### src/rtl/pwm_ctrl_pkg.sv
// Shared types and default constants for the pwm
// bank and its fade sequencer.
package pwm_ctrl_pkg;

  typedef enum logic [1:0] {
    S_IDLE,
    S_RAMP,
    S_DONE
  } fade_state_t;

  localparam int DEF_N        = 8;
  localparam int DEF_CHANNELS = 3;
  localparam int DEF_PRESCALE = 1000;
  localparam int DEF_RW       = 8;

endpackage

### src/rtl/pwm_tick_gen.sv
// Shared pwm step strobe and once-per-pwm-cycle
// period tick, both registered.
module pwm_tick_gen #(
  parameter int PRESCALE = 1000,
  parameter int N        = 8
) (
  input  logic clk,
  input  logic rst,
  input  logic run,
  output logic pwm_step,
  output logic period_tick
);

  localparam int PW = (PRESCALE > 1) ? $clog2(PRESCALE) : 1;
  localparam logic [PW-1:0] PMAX = PW'(PRESCALE - 1);

  logic [PW-1:0] presc_q, presc_d;
  logic [N-1:0]  pcnt_q, pcnt_d;
  logic          step_q, step_d;
  logic          tick_q, tick_d;

  // next prescaler, period counter and strobes
  always_comb begin
    presc_d = '0;
    pcnt_d  = '0;
    step_d  = 1'b0;
    tick_d  = 1'b0;
    if (run) begin
      presc_d = (presc_q == PMAX) ? '0 : presc_q + 1'b1;
      pcnt_d  = step_q ? pcnt_q + 1'b1 : pcnt_q;
      step_d  = (presc_d == PMAX);
      tick_d  = step_d & (&pcnt_d);
    end
  end

  // state and strobe registers
  always_ff @(posedge clk) begin
    if (rst) begin
      presc_q <= '0;
      pcnt_q  <= '0;
      step_q  <= 1'b0;
      tick_q  <= 1'b0;
    end else begin
      presc_q <= presc_d;
      pcnt_q  <= pcnt_d;
      step_q  <= step_d;
      tick_q  <= tick_d;
    end
  end

  assign pwm_step    = step_q;
  assign period_tick = tick_q;

endmodule

### src/rtl/pwm_fade_ctrl.sv
// Fade sequencer: owns the channel duty registers
// and ramps one channel per command.
module pwm_fade_ctrl
  import pwm_ctrl_pkg::*;
#(
  parameter int N        = DEF_N,
  parameter int CHANNELS = DEF_CHANNELS,
  parameter int PRESCALE = DEF_PRESCALE,
  parameter int RW       = DEF_RW,
  parameter int CW       = (CHANNELS > 1) ? $clog2(CHANNELS) : 1
) (
  input  logic                  clk,
  input  logic                  rst,
  input  logic                  run,
  input  logic                  cmd_valid,
  output logic                  cmd_ready,
  input  logic [CW-1:0]         cmd_channel,
  input  logic [N-1:0]          cmd_target,
  input  logic [RW-1:0]         cmd_rate,
  output logic                  pwm_step,
  output logic [CHANNELS*N-1:0] duty,
  output logic                  busy,
  output logic                  done,
  output logic                  cmd_err
);

  fade_state_t   state_q, state_d;
  logic [CW-1:0] ch_q, ch_d;
  logic [N-1:0]  tgt_q, tgt_d;
  logic [RW-1:0] rate_q, rate_d;
  logic [RW-1:0] rcnt_q, rcnt_d;
  logic          err_q, err_d;
  logic [N-1:0]  duty_q [CHANNELS];
  logic [N-1:0]  duty_d [CHANNELS];
  logic          busy_q, busy_d;
  logic          done_q, done_d;
  logic          cerr_q, cerr_d;
  logic [N-1:0]  cur;
  logic [N-1:0]  cmd_cur;
  logic          period_tick;
  logic          adv;

  pwm_tick_gen #(
    .PRESCALE (PRESCALE),
    .N        (N)
  ) u_tick (
    .clk         (clk),
    .rst         (rst),
    .run         (run),
    .pwm_step    (pwm_step),
    .period_tick (period_tick)
  );

  assign adv = period_tick & run;

  // current duty of the latched and offered channels
  always_comb begin
    cur     = '0;
    cmd_cur = '0;
    for (int i = 0; i < CHANNELS; i++) begin
      if (ch_q == CW'(i))        cur     = duty_q[i];
      if (cmd_channel == CW'(i)) cmd_cur = duty_q[i];
    end
  end

  // command FSM and duty register updates
  always_comb begin
    state_d = state_q;
    ch_d    = ch_q;
    tgt_d   = tgt_q;
    rate_d  = rate_q;
    rcnt_d  = rcnt_q;
    err_d   = err_q;
    duty_d  = duty_q;
    unique case (state_q)
      S_IDLE: begin
        if (cmd_valid) begin
          ch_d   = cmd_channel;
          tgt_d  = cmd_target;
          rate_d = cmd_rate;
          rcnt_d = '0;
          err_d  = 1'b0;
          if (int'(cmd_channel) >= CHANNELS) begin
            err_d   = 1'b1;
            state_d = S_DONE;
          end else if (cmd_rate == '0 ||
                       cmd_cur == cmd_target) begin
            for (int i = 0; i < CHANNELS; i++)
              if (cmd_channel == CW'(i))
                duty_d[i] = cmd_target;
            state_d = S_DONE;
          end else begin
            state_d = S_RAMP;
          end
        end
      end
      S_RAMP: begin
        if (cur == tgt_q) begin
          state_d = S_DONE;
        end else if (adv) begin
          if (rcnt_q == rate_q - 1'b1) begin
            rcnt_d = '0;
            for (int i = 0; i < CHANNELS; i++)
              if (ch_q == CW'(i))
                duty_d[i] = (cur < tgt_q) ? cur + 1'b1
                                          : cur - 1'b1;
          end else begin
            rcnt_d = rcnt_q + 1'b1;
          end
        end
      end
      S_DONE: begin
        err_d   = 1'b0;
        state_d = S_IDLE;
      end
      default: state_d = S_IDLE;
    endcase
    busy_d = (state_d != S_IDLE);
    done_d = (state_d == S_DONE);
    cerr_d = done_d & err_d;
  end

  // FSM, command and output registers
  always_ff @(posedge clk) begin
    if (rst) begin
      state_q <= S_IDLE;
      ch_q    <= '0;
      tgt_q   <= '0;
      rate_q  <= '0;
      rcnt_q  <= '0;
      err_q   <= 1'b0;
      duty_q  <= '{default: '0};
      busy_q  <= 1'b0;
      done_q  <= 1'b0;
      cerr_q  <= 1'b0;
    end else begin
      state_q <= state_d;
      ch_q    <= ch_d;
      tgt_q   <= tgt_d;
      rate_q  <= rate_d;
      rcnt_q  <= rcnt_d;
      err_q   <= err_d;
      duty_q  <= duty_d;
      busy_q  <= busy_d;
      done_q  <= done_d;
      cerr_q  <= cerr_d;
    end
  end

  for (genvar g = 0; g < CHANNELS; g++) begin : g_duty
    assign duty[g*N +: N] = duty_q[g];
  end

  assign cmd_ready = (state_q == S_IDLE) & ~rst;
  assign busy      = busy_q;
  assign done      = done_q;
  assign cmd_err   = cerr_q;

endmodule
### config.mk
export PLATFORM = sky130hd
export DESIGN_NAME = pwm_fade_ctrl
export DESIGN_NICKNAME = d
export VERILOG_FILES = /design/src/rtl/pwm_ctrl_pkg.sv /design/src/rtl/pwm_tick_gen.sv /design/src/rtl/pwm_fade_ctrl.sv
export SDC_FILE = /design/constraint.sdc
export NUM_CORES = 1
export LEC_CHECK = 0
export ABC_AREA = 1
export BUFFER_PORTS_ARGS = -buffer_cell sky130_fd_sc_hd__buf_2
export CAP_MARGIN = 10
export CORE_UTILIZATION = 30
export DETAILED_ROUTE_END_ITERATION = 7
export REMOVE_ABC_BUFFERS = 1
export SLEW_MARGIN = 15
export SYNTH_ARGS = -nofsm -noshare
export SYNTH_HDL_FRONTEND = slang
export SYNTH_SLANG_ARGS = --single-unit
export TNS_END_PERCENT = 5
### constraint.sdc
create_clock -name clk -period 4.1 [get_ports clk]
set_input_delay 0.82 -clock clk [delete_from_list [all_inputs] [get_ports clk]]
set_output_delay 0.82 -clock clk [all_outputs]
set_load 0.05 [all_outputs]
After elaboration in Yosys (flattened, before gate mapping)
Index checks and enable logic that the tools add are counted.

storage, ports and cells
  input bits = 22
  output and inout port bits = 29
  flip-flop bits (word level) = 76
  logic and storage cells = 103

cells by class
  bitwise operators = 6
  add/sub/neg operators = 6
  muxes and demuxes = 35
  reductions and logical operators = 14
  eq/ne operators = 24
  order comparisons = 2

operator list
  operator                                             count
  2-to-1 mux 24 bit                                    6
  2-to-1 mux 8 bit                                     18
  one-hot mux 24 bit (2 select lines)                  1
  AND reduction 9 bit                                  3
  adder 8 x 1 -> 8 bit, second input constant          3
  equality test 8 bit                                  3
  inequality test 2 bit, second input constant         12
  equality test 10 bit, second input constant          2
  one-hot mux 8 bit (2 select lines)                   1
  subtractor 8 x 1 -> 8 bit, second input constant     2
  adder 10 x 1 -> 10 bit, second input constant        1
  2-to-1 mux 10 bit                                    1
  equality test 2 bit, second input constant           4
  logical NOT 8 bit                                    1
  less-than comparator 8 bit                           1
  2-to-1 mux 2 bit                                     4
  AND reduction 8 bit                                  1
  equality test 2 x 1 -> 1 bit, second input constant  3
  logical NOT 2 bit                                    3
  AND 1 bit                                            4
  one-hot mux 2 bit (2 select lines)                   1
  AND reduction 4 bit                                  1
  nonzero test 2 bit                                   2
  >= comparator 2 bit, second input constant           1
  other kinds (6)                                      8

Longest topological paths before layout
  depth in word-level cells = 12
  gate-level depth with buffers = 24

Hierarchy
From an unflattened synthesis, not the netlist that was laid out.

second synthesis, totals
  cells, all modules = 748
  area total of the unflattened synthesis = 4823.4 um^2

by module, submodules not included
  module         instances  area each (um^2)  cells an instance
  pwm_fade_ctrl  1          3784.9            588
  pwm_tick_gen   1          1038.5            160

Worst setup path before layout
Ideal clock, no wire load.

  path kind = register -> register
  from = register duty_q, in the netlist duty[1]
  to = register duty_q, in the netlist duty[5]
  data arrival time = 3164 ps
  setup slack = 823 ps
  clock period less this slack = 3277 ps
  cell stages (with the launch flop) = 20
  setup time = 113 ps
  cells stage by stage = dfxtp_1 -> inv_1 -> a221oi_1 -> ha_1 -> inv_1 -> nor2_1 -> o21ai_0 -> nand2_1 -> nand2_1 -> nand2_1 -> ha_1 -> a21oi_1 -> nand2_1 -> nand2_1 -> nand2_1 -> or2_2 -> nand3_1 -> nand2_1 -> nor2_1 -> nor2_1

between the ends
  longest elaborated chain between the ends = 10
  elaborated cells on any way between the ends = 21

ends and longest elaborated chain
  element                                            line                  source
  from (decl)                                        pwm_fade_ctrl.sv:33   logic [N-1:0] duty_q [CHANNELS];
  from (signal assigned)                             pwm_fade_ctrl.sv:143  duty_q <= duty_d;
  2-to-1 mux 8 bit (3 in series)                     pwm_fade_ctrl.sv:61   if (ch_q == CW'(i)) cur = duty_q[i];
  subtractor 8 x 1 -> 8 bit (tied with other cells)  pwm_fade_ctrl.sv:106  : cur - 1'b1;
  2-to-1 mux 8 bit                                   pwm_fade_ctrl.sv:105  duty_d[i] = (cur < tgt_q) ? cur + 1'b1
  2-to-1 mux 8 bit                                   pwm_fade_ctrl.sv:104  if (ch_q == CW'(i))
  2-to-1 mux 24 bit                                  pwm_fade_ctrl.sv:101  if (rcnt_q == rate_q - 1'b1) begin
  2-to-1 mux 24 bit                                  pwm_fade_ctrl.sv:100  end else if (adv) begin
  2-to-1 mux 24 bit                                  pwm_fade_ctrl.sv:98   if (cur == tgt_q) begin
  one-hot mux 24 bit (2 select lines)                pwm_fade_ctrl.sv:75   unique case (state_q)

Several ways; a longest one is shown, not always the timed one. The select of a mux whose other input is x is not followed.
A chain may end at the register's enable or synchronous reset.

Final worst setup path
  from = register ch_q[1]
  to = register duty_q, in the netlist duty[14]

between the ends
  longest elaborated chain between the ends = 11
  elaborated cells on any way between the ends = 19

ends and longest elaborated chain
  element                                            line                  source
  from (decl)                                        pwm_fade_ctrl.sv:28   logic [CW-1:0] ch_q, ch_d;
  from (signal assigned)                             pwm_fade_ctrl.sv:138  ch_q <= ch_d;
  logical NOT 2 bit                                  pwm_fade_ctrl.sv:61
  2-to-1 mux 8 bit (3 in series)                     pwm_fade_ctrl.sv:61
  subtractor 8 x 1 -> 8 bit (tied with other cells)  pwm_fade_ctrl.sv:106
  2-to-1 mux 8 bit                                   pwm_fade_ctrl.sv:105
  2-to-1 mux 8 bit                                   pwm_fade_ctrl.sv:104
  2-to-1 mux 24 bit                                  pwm_fade_ctrl.sv:101
  2-to-1 mux 24 bit                                  pwm_fade_ctrl.sv:100
  2-to-1 mux 24 bit                                  pwm_fade_ctrl.sv:98
  one-hot mux 24 bit (2 select lines)                pwm_fade_ctrl.sv:75

Several ways; a longest one is shown, not always the timed one. The select of a mux whose other input is x is not followed.

==> metrics.md <==
| Metric | Value |
|---|---|
| Mapped Cells | `687` |
| Fraction of registers with async set or reset after synthesis | `0` |
| Synthesized flop and latch total | `76` |
| Die Height | `125 um` |
| Dpl ws | `554 ps` |
| RSZ-0062 raised after global routing | `false` |
| Remaining Overflow, GRT | `0` |
| Worst vdd ir | `0.000253 V` |
| Critical path, cell by cell | `inv_1, nor2_2, nand2_1, nand3b_1, inv_1, ha_1, nand2_1, nor2_1, nand2_1, nand2_1, inv_1, fa_1, nand3b_1, nand2_1, nand2_1, nand2_1, nand2_1, nand2_1, xnor2_1, o21ai_0, o21ai_1, nor2_1` |
| Final hold vios | `0` |
| Status | `completed` |
| Via/cell ratio | `4.82` |
| Crit path capture type | `flop` |
| Most used routing layer | `met2` |
| Finish-stage setup viols | `0` |
| Slowest-stage cell, CP | `fa_1` |
| Yosys top cell area share | `0.337` |
| Final min period | `3610 ps` |
| Synth Area in Simple Gates | `0.354` |
| Met2 Use GR | `0.265` |
| Leading area contributor after synthesis | `dfxtp_1` |
| CTS tree | `built` |
| DR WL/cell | `13.6 um` |
| Final Worst Setup Slack | `495 ps` |
| Via count | `4463` |
| Relative slew slack | `0.596` |
| Largest family of logic cells by synthesized area | `simple AND/OR/NAND/NOR gates` |
| Crit start category | `flop` |
| R2R Setup Slk | `490 ps` |
| Data arrival, critical path | `3900 ps` |
| Power density over cell area | `417 nW/um^2` |
| R2R Path End | `duty[14]` |
| Grt met3 use | `0.0378` |
| CTS root buffer | `clkbuf_16` |
| Synth top cells by count | `nand2_1, nor2_1, inv_1` |
| XOR/XNOR share of the synthesized area | `0.0457` |
| Post-CTS Hold Fix Bufs | `0` |
| Synth top area cells | `dfxtp_1, nand2_1, nor2_1` |
| Met1 usage | `0.228` |
| PortBufs | `50` |
| Core area | `14600 um^2` |
| Vias in the first global route | `4218` |
| Crit-path max FO | `9` |
| Hold_sp | `u_tick.presc_q[0]` |
| Die X | `125 um` |
| Worst slew pin tran | `606 ps` |
| Initial core utilization | `0.310` |
| First-pass detailed-route iteration total | `5` |
| Period utilization | `0.879` |
| Clock Skew | `7.53 ps` |
| Nets | `779` |
| Crit path largest cell delay | `400 ps` |
| GRT Util Overall | `0.170` |
| Maximum Capacitance Violations | `0` |
| Synthesized area | `4520 um^2` |
| Synthesized area per cell | `6.58 um^2` |
| Number of I/O pins | `51` |
| WHS | `464 ps` |
| R2R cell count | `22` |
| WHS Path Cells | `1` |
| Post-synth EDFFs | `0` |
| YS warnings | `0` |
| Yosys cell types | `39` |
| Clk pin slew, worst setup/hold paths | `70 ps` |
| Post-synthesis mux area share | `0.00221` |
| Clk sinks | `76` |
| Tightest Hold Check Type | `reg2reg` |
| Wire length of the first global-routing pass | `21.0 mm` |
| P&R area growth vs syn | `15.9%` |
| ANT nets after route | `0` |
| Register area share after synthesis | `0.337` |
| Setup Fix Bufs, Post-CTS | `0` |
| Setup CP Type | `reg2reg` |
| Hold path endpoint | `u_tick.presc_q[0]` |
| Finished Core Util | `0.359` |
| Initial DRC count | `347` |
| CP most frequent cell | `nand2_1` |
| Inserted Clock Buffers | `9` |
| DRC viols | `0` |
| Synth Area in Adders | `0.0570` |
| Max-slew violation count | `0` |
| GP Congestion | `0.911` |
| HPWL Detailed | `9.36 mm` |
| Post-CTS Resized | `0` |
| Ys flop type | `dfxtp_1` |
| Most common cell in the netlist | `nand2_1` |
| Leak | `2.45 nW` |
| Maximum root-to-sink buffer count | `2` |
| H-tree lvl count | `3` |
| Initial antenna violation count | `0` |
| Drt total wl | `12.6 mm` |
| Pin count of the biggest net entering global routing | `27` |
| Fmax | `277 MHz` |
| Setup TNS | `0 ps` |
| Final cell count without fillers | `926` |
| Worst-skew pair later-pin latency | `350 ps` |
| Worst Setup SP | `ch_q[1]` |
| Placed cell count | `910` |
| Layout cells sized above 1 | `0.113` |
| Die area | `15600 um^2` |
| Row cnt | `44` |
| Compound-cell area share of the yosys netlist | `0.105` |
| R2r startpoint | `ch_q[1]` |
| Required time of the critical path | `4390 ps` |
| Ant diodes | `0` |
logic make-up (layout without fill, tap and decap cells):
kind of cell | after synthesis | after routing
and+or+nand+nor | 363 | 363
buffers and inverters | 115 | 170
AOI/OAI and AO/OA | 90 | 90
DFF | 76 | 76
xor gates and xnor gates | 22 | 22
adders and majority gates | 20 | 20
muxes | 1 | 1
how the worst max path moves through the flow:
stage	endpoint	slack, ps	depth (start not counted)
6_report	duty[14]	490	22
5_1_grt	duty[14]	110	23
4_1_cts	duty[14]	520	21
3_5_place_dp	duty[14]	550	21
3_3_place_gp	duty[14]	610	21
2_1_floorplan	duty[14]	810	20
sequential cells by signal (all words and copies together), names as in the netlist:
name,count
done,1
u_tick.period_tick,1
cmd_err,1
u_tick.presc_q,10
rcnt_q,8
duty,24
rate_q,8
tgt_q,8
err_q,1
ch_q,2
u_tick.pcnt_q,8
u_tick.pwm_step,1
state_q,2
busy,1
per-stage QoR:
step	area, um^2	total power, mW
after detailed placement	4960	1.43
after global placement	4960	1.43
after floorplan	4440	1.26
after global routing	5240	2.32
final	5240	2.19
after CTS	5240	2.21
report_power, final:
group	switching (mW)	total (mW)	leakage [nW]	internal, mW
logic	0.411	0.606	1.69	0.195
clock network	0.349	0.768	0.135	0.419
registers	0.0349	0.813	0.619	0.778
cell type report:
type,count,area (um^2)
Timing Repair Buffer,55,288
Sequential cell,76,1520
Tap cell,184,230
Clock buffer,9,225
Multi-Input combinational cell,496,2550
Inverter,99,372
Clock inverter,7,57.6
Fill cell,1586,9350
placed cells by master (no fill, tap or decap), types with 2 or more instances in the layout:
| master | count |
|---|---|
| a21oi_1 | 36 |
| nor4_1 | 6 |
| ha_1 | 19 |
| xor2_1 | 14 |
| o21ai_0 | 39 |
| nor3b_1 | 3 |
| inv_1 | 97 |
| buf_2 | 50 |
| nor2_2 | 3 |
| nand3_1 | 45 |
| inv_2 | 2 |
| xnor2_1 | 7 |
| clkinvlp_4 | 2 |
| inv_6 | 3 |
| buf_4 | 5 |
| nor2_1 | 113 |
| o221ai_1 | 2 |
| nand4_1 | 20 |
| nand3_2 | 2 |
| o21ai_1 | 7 |
| nor3_1 | 7 |
| dfxtp_1 | 76 |
| clkbuf_16 | 9 |
| nand3b_1 | 7 |
| nand2_1 | 149 |
| nand2_2 | 2 |
| a221oi_1 | 2 |
| nand3_4 | 2 |
critical path: cells and delay by family, from the launching register on:
| kind | cells | cell delay [ps] |
|---|---|---|
| AO/OA/AOI/OAI | 2 | 400 |
| XOR/XNOR | 1 | 60 |
| adder cells (fa/ha/maj) | 2 | 690 |
| buffers and inverters | 3 | 320 |
| flip-flops | 1 | 360 |
| AND/OR/NAND/NOR | 14 | 1700 |
metal layers:
metal | vias to the layer above | part of all wire
met4 | 0 | 0.020
li1 | 2315 | -
met2 | 120 | 0.44
met3 | 16 | 0.061
met1 | 2012 | 0.48
met5 | - | 0
Power figures use the tool's default switching activity.
